### src/rtl/display_scanner.sv
// Multiplexed-display scan engine: time-slices the segment bus across NUM_DIGITS digits
// with a blanking gap per slot. Define DISPLAY_SCANNER_PWM_EN to build PWM brightness.
module display_scanner #(
    parameter int NUM_DIGITS   = 4,
    parameter int DWELL_CYCLES = 500_000,
    parameter int BLANK_CYCLES = 1_000,
    localparam int SEL_W       = $clog2(NUM_DIGITS)
) (
    input  logic                  CLK,
    input  logic                  RST,
    input  logic                  EN,
    input  logic [NUM_DIGITS-1:0] DIGIT_MASK,
    input  logic [3:0]            BRIGHT,
    output logic [SEL_W-1:0]      SEL,
    output logic [NUM_DIGITS-1:0] DIG_EN,
    output logic                  BLANK,
    output logic                  FRAME_TICK
);

    localparam int CNT_W = $clog2(DWELL_CYCLES);

    localparam logic [1:0] S_IDLE = 2'd0;
    localparam logic [1:0] S_GAP  = 2'd1;
    localparam logic [1:0] S_ON   = 2'd2;

    logic [1:0]            r_state;
    logic [CNT_W-1:0]      r_cnt;
    logic [SEL_W-1:0]      r_sel;
    logic [NUM_DIGITS-1:0] r_dig_en;
    logic                  r_blank;
    logic                  r_frame;

    logic [SEL_W-1:0]      w_lowest;
    logic [SEL_W-1:0]      w_above;
    logic                  w_has_above;
    logic [SEL_W-1:0]      w_next_idx;
    logic [1:0]            w_state_nxt;
    logic [CNT_W-1:0]      w_cnt_nxt;
    logic [SEL_W-1:0]      w_sel_nxt;
    logic                  w_frame_nxt;
    logic                  w_lit_nxt;
    logic [NUM_DIGITS-1:0] w_dig_nxt;

    // Lowest set mask bit, and the nearest set bit strictly above the current index.
    always_comb begin
        w_lowest    = '0;
        w_above     = '0;
        w_has_above = 1'b0;
        for (int i = NUM_DIGITS - 1; i >= 0; i--) begin
            if (DIGIT_MASK[i]) begin
                w_lowest = SEL_W'(i);
            end
            if (DIGIT_MASK[i] && (i > int'(r_sel))) begin
                w_above     = SEL_W'(i);
                w_has_above = 1'b1;
            end
        end
        w_next_idx = w_has_above ? w_above : w_lowest;
    end

    // Outputs are registered from next-state values so they line up with the state.
    always_comb begin
        w_state_nxt = r_state;
        w_cnt_nxt   = r_cnt;
        w_sel_nxt   = r_sel;
        w_frame_nxt = 1'b0;
        if (!EN) begin
            w_state_nxt = S_IDLE;
            w_cnt_nxt   = '0;
            w_sel_nxt   = '0;
        end else begin
            case (r_state)
                S_IDLE: begin
                    w_cnt_nxt = '0;
                    w_sel_nxt = '0;
                    if (DIGIT_MASK != '0) begin
                        w_state_nxt = S_GAP;
                        w_sel_nxt   = w_lowest;
                    end
                end
                S_GAP: begin
                    w_cnt_nxt = r_cnt + CNT_W'(1);
                    if (r_cnt == CNT_W'(BLANK_CYCLES - 1)) begin
                        w_state_nxt = S_ON;
                    end
                end
                S_ON: begin
                    if (r_cnt == CNT_W'(DWELL_CYCLES - 1)) begin
                        w_cnt_nxt = '0;
                        if (DIGIT_MASK == '0) begin
                            w_state_nxt = S_IDLE;
                            w_sel_nxt   = '0;
                        end else begin
                            w_state_nxt = S_GAP;
                            w_sel_nxt   = w_next_idx;
                            w_frame_nxt = (w_next_idx <= r_sel);
                        end
                    end else begin
                        w_cnt_nxt = r_cnt + CNT_W'(1);
                    end
                end
                default: begin
                    w_state_nxt = S_IDLE;
                    w_cnt_nxt   = '0;
                    w_sel_nxt   = '0;
                end
            endcase
        end
    end

`ifdef DISPLAY_SCANNER_PWM_EN
    logic [3:0] r_pwm;
    logic [3:0] w_pwm_nxt;

    always_comb begin
        w_pwm_nxt = 4'd0;
        if ((w_state_nxt == S_ON) && (r_state == S_ON)) begin
            w_pwm_nxt = r_pwm + 4'd1;
        end
        w_lit_nxt = (w_pwm_nxt <= BRIGHT);
    end

    always_ff @(posedge CLK) begin
        if (RST) begin
            r_pwm <= 4'd0;
        end else begin
            r_pwm <= w_pwm_nxt;
        end
    end
`else
    logic w_unused_bright;
    assign w_unused_bright = ^BRIGHT;
    assign w_lit_nxt       = 1'b1;
`endif

    assign w_dig_nxt = ((w_state_nxt == S_ON) && w_lit_nxt) ?
                       (NUM_DIGITS'(1) << w_sel_nxt) : '0;

    always_ff @(posedge CLK) begin
        if (RST) begin
            r_state  <= S_IDLE;
            r_cnt    <= '0;
            r_sel    <= '0;
            r_dig_en <= '0;
            r_blank  <= 1'b1;
            r_frame  <= 1'b0;
        end else begin
            r_state  <= w_state_nxt;
            r_cnt    <= w_cnt_nxt;
            r_sel    <= w_sel_nxt;
            r_dig_en <= w_dig_nxt;
            r_blank  <= (w_dig_nxt == '0);
            r_frame  <= w_frame_nxt;
        end
    end

    assign SEL        = r_sel;
    assign DIG_EN     = r_dig_en;
    assign BLANK      = r_blank;
    assign FRAME_TICK = r_frame;

endmodule

### config.mk
export PLATFORM = sky130hd
export DESIGN_NAME = display_scanner
export DESIGN_NICKNAME = d
export VERILOG_FILES = /design/src/rtl/display_scanner.sv
export SDC_FILE = /design/constraint.sdc
export NUM_CORES = 1
export LEC_CHECK = 0
export CORE_MARGIN = 1
export CORE_UTILIZATION = 40
export CTS_BUF_LIST = sky130_fd_sc_hd__clkbuf_4 sky130_fd_sc_hd__clkbuf_8
export DETAILED_ROUTE_END_ITERATION = 8
export MAX_ROUTING_LAYER = met4
export PLACE_DENSITY_LB_ADDON = 0.25
export SETUP_SLACK_MARGIN = 0.15
export SYNTH_ARGS = -nofsm -noshare
export SYNTH_HDL_FRONTEND = slang
export SYNTH_SLANG_ARGS = --single-unit
### constraint.sdc
create_clock -name CLK -period 3.2 [get_ports CLK]
set_clock_uncertainty 0.1 [all_clocks]
set_input_delay 0.48 -clock CLK [delete_from_list [all_inputs] [get_ports CLK]]
set_output_delay 0.48 -clock CLK [all_outputs]
set_load 0.03 [all_outputs]
==> results.ini <==
[pwr]
p_sw_share_pct=21.6
power_leakage_nw=0.626
pwr-share-seq_pct=49.5
total_power_mw=0.738
p_comb_share_pct=6.1
power.internal_mw=0.579
p_clk_share_pct=44.5
p_switching_mw=0.159
ir_worst_vdd_uv=280
power_density_mw_per_mm2=413

[die]
num_rows=21
die_width_um=63.3
initial_core_util_pct=43.3
io_pins=19
die_h_um=63.3
dieArea_sq_mm=0.00401
core_sq_mm=0.00347

[critical_path]
critPathCaptureType=flop
cp_slowest_stage_delay_ns=0.49
worstPathRequired_ns=3.30
cp_slowest_cell=clkdlybuf4s50_1
cp-start-kind=primary input
cp_data_arrival_time_ns=2.42
timing.rr.start=r_cnt[0]
cpLargestDelayFamily=simple AND/OR/NAND/NOR gates
crit_fanout=6
critPathKind=primary input to flop
crit_path_cell_trace=clkdlybuf4s50_1, nor4_1, nand2b_1, o31a_1, o211ai_1, or2_1, nor3_1
path_buf_inv=1
cp-startpoint=DIGIT_MASK[1]

[drt]
vias=1216
ant_nets=0
drc_errors=0
drt-initial-drc-count=43
routed_wl_um=2850
dr.pass1.iters=4
routedWlPerCell_um=12.2
via_per_inst=5.22

[timing]
fin_crit_ns=2.32
tightest_slew_ns=0.812
hold_viol=0
setup_slack_ns=0.877
slew_viol_final=0
period_share_pct=72.6
setup_viol=0
tns_ns=0
clock.fmax_mhz=430
rsz0062_at_grt=no
timing.slew.headroom_pct=45.4

[finish]
fillCellCount=334
layout_common_cells=dfxtp_1, nor2_1, xor2_1, clkdlybuf4s50_1, inv_1
syn_to_final_growth_pct=18.8
fin_cells=233
nNetsFinal=204
layout_commonest_cell=dfxtp_1
drive_above_1_share_pct=9.63
n_antenna_cell=0

[flow_run]
maxCapViolCount=0

[synthesis]
syn_nets=185
yosysUniqueCellTypes=43
synthCells=167
synth_top_area_cell=dfxtp_1
yosys_warnings=0
ys_top_cells_by_area=dfxtp_1, xor2_1, nor2_1
avgSynthCellArea_sq_um=9.00
synth_top_area_share_pct=38.6
ys_seq_area_share_pct=38.6
synth_seq_cells=29
synthesis.area_sq_mm=0.00150

[clock_network]
htreeDepth=2
clock_sinks=29
numCtsBuffers=5
cts_resized=0
cts.clk_slew.worst_paths_ns=0.06
cts_root_buf=clkbuf_8
insertion_delay_ns=0.28
cts_tree=yes
cts_buffer_depth=2
hold_buffers=0
postCtsSetupRepairBufs=0

[global_route]
grt_pass1_vias=1173
grt_max_degree=20
grt_overflow_total=0
grtUsageTotal_pct=17.1
antenna_found_initial=0
grt_pass1_wl_um=5120

[place]
place_inst=225
dpl.hpwl_um=2140
routabilityCongestion=0.794
portBuffers=14
post-place-ws_ns=0.583

[worst_hold_path]
hp-class=flop to flop
hold_start=r_cnt[0]

[outcome]
status=complete, no violations

-- worst reg2reg max path, delay by kind of cell (launching register included) --
kind,cells,cell delay [ns]
AOI/OAI and AO/OA,2,0.59
adders and majority gates,1,0.24
DFF,1,0.38
and+or+nand+nor,4,0.76
-- stage by stage --
| stage | utilization [%] | hold WS (ns) | cell area [sq um] |
|---|---|---|---|
| 3_3_place_gp | 48.6 | 0.349 | 1680 |
| 3_5_place_dp | 48.6 | 0.367 | 1680 |
| 2_1_floorplan | - | 0.330 | 1500 |
| 4_1_cts | 51.5 | 0.381 | 1790 |
| 6_report | 51.5 | 0.373 | 1790 |
| 5_1_grt | 51.5 | 0.412 | 1790 |
-- layer usage --
metal  up-vias  global-route usage [%]  wire length (um)
li1        625                       -                 -
met1       557                    18.6              1270
met2        25                    27.2              1370
met3         9                    5.25               127
met4         0                    10.2                88
met5         -                       -                 0
-- state kept, by name, indices dropped and copies added (netlist names) --
| name | cells |
|---|---|
| r_state | 2 |
| SEL | 2 |
| BLANK | 1 |
| DIG_EN | 4 |
| FRAME_TICK | 1 |
| r_cnt | 19 |
-- synthesized netlist by cell type --
| cell type | count |
|---|---|
| buf_6 | 1 |
| and4_1 | 1 |
| nor4b_2 | 1 |
| nor4_4 | 1 |
| a22oi_1 | 1 |
| nor3_2 | 1 |
| ha_1 | 7 |
| a21oi_1 | 5 |
| a32oi_1 | 1 |
| nand2b_1 | 4 |
| a31oi_1 | 2 |
| a221o_1 | 2 |
| nor2_1 | 25 |
| nand4b_2 | 1 |
| nand4b_4 | 1 |
| o211ai_1 | 2 |
| o21ai_0 | 2 |
| and2_2 | 1 |
| xor2_1 | 14 |
| buf_2 | 1 |
| inv_1 | 10 |
| nor3_1 | 5 |
| nor4_1 | 3 |
| nor4bb_1 | 1 |
| and2_1 | 2 |
| or2_1 | 2 |
| mux2_2 | 1 |
| nand2_1 | 9 |
| o31a_1 | 1 |
| and4b_1 | 1 |
| nor3b_1 | 3 |
| o21ai_2 | 1 |
| dfxtp_1 | 29 |
| nand3_1 | 8 |
| and3_1 | 1 |
| xnor2_1 | 3 |
| and4_2 | 1 |
| nand4_1 | 6 |
| a211oi_1 | 1 |
| a21bo_2 | 1 |
| o21ai_1 | 1 |
| o211a_1 | 1 |
| nor2b_1 | 2 |
-- path summary, 6_finish.rpt --
path / end / slack [ns] / cells after the start
max: DIG_EN[1] / 0.88 / 7
min: r_cnt[0] / 0.37 / 1
max reg2reg: SEL[1] / 1.03 / 7
min reg2reg: r_cnt[0] / 0.37 / 1
-- area by class of cell --
cell class,count,area (sq um),share of cell area (%)
clock inverters,1,5.00,0.280
flip-flops and latches,29,581,32.5
multi-input cells,126,868,48.6
well taps,46,57.6,3.22
repair buffers,14,140,7.85
inverters,10,37.5,2.10
clock buffers,7,96.3,5.40
-- cell families (layout without fill, tap and decap cells) --
group	after synthesis	after routing	synth area share (%)
xor+xnor	17	17	9.91
compound gates	21	21	9.91
simple gates	80	80	31.4
flops	29	29	38.6
fa+ha+maj	7	7	5.83
mux	1	1	0.749
buf+inv	12	32	3.58
-- power by group through the flow --
stage               Sequential [mW]  Clock (mW)  Combinational, mW
CTS                           0.365       0.335             0.0447
finish                        0.365       0.328             0.0447
detailed placement            0.373           0             0.0444
floorplan                     0.374           0             0.0259
global placement              0.373           0             0.0435
global route                  0.365       0.355             0.0503
No activity file was read; power rests on OpenSTA's default activity.
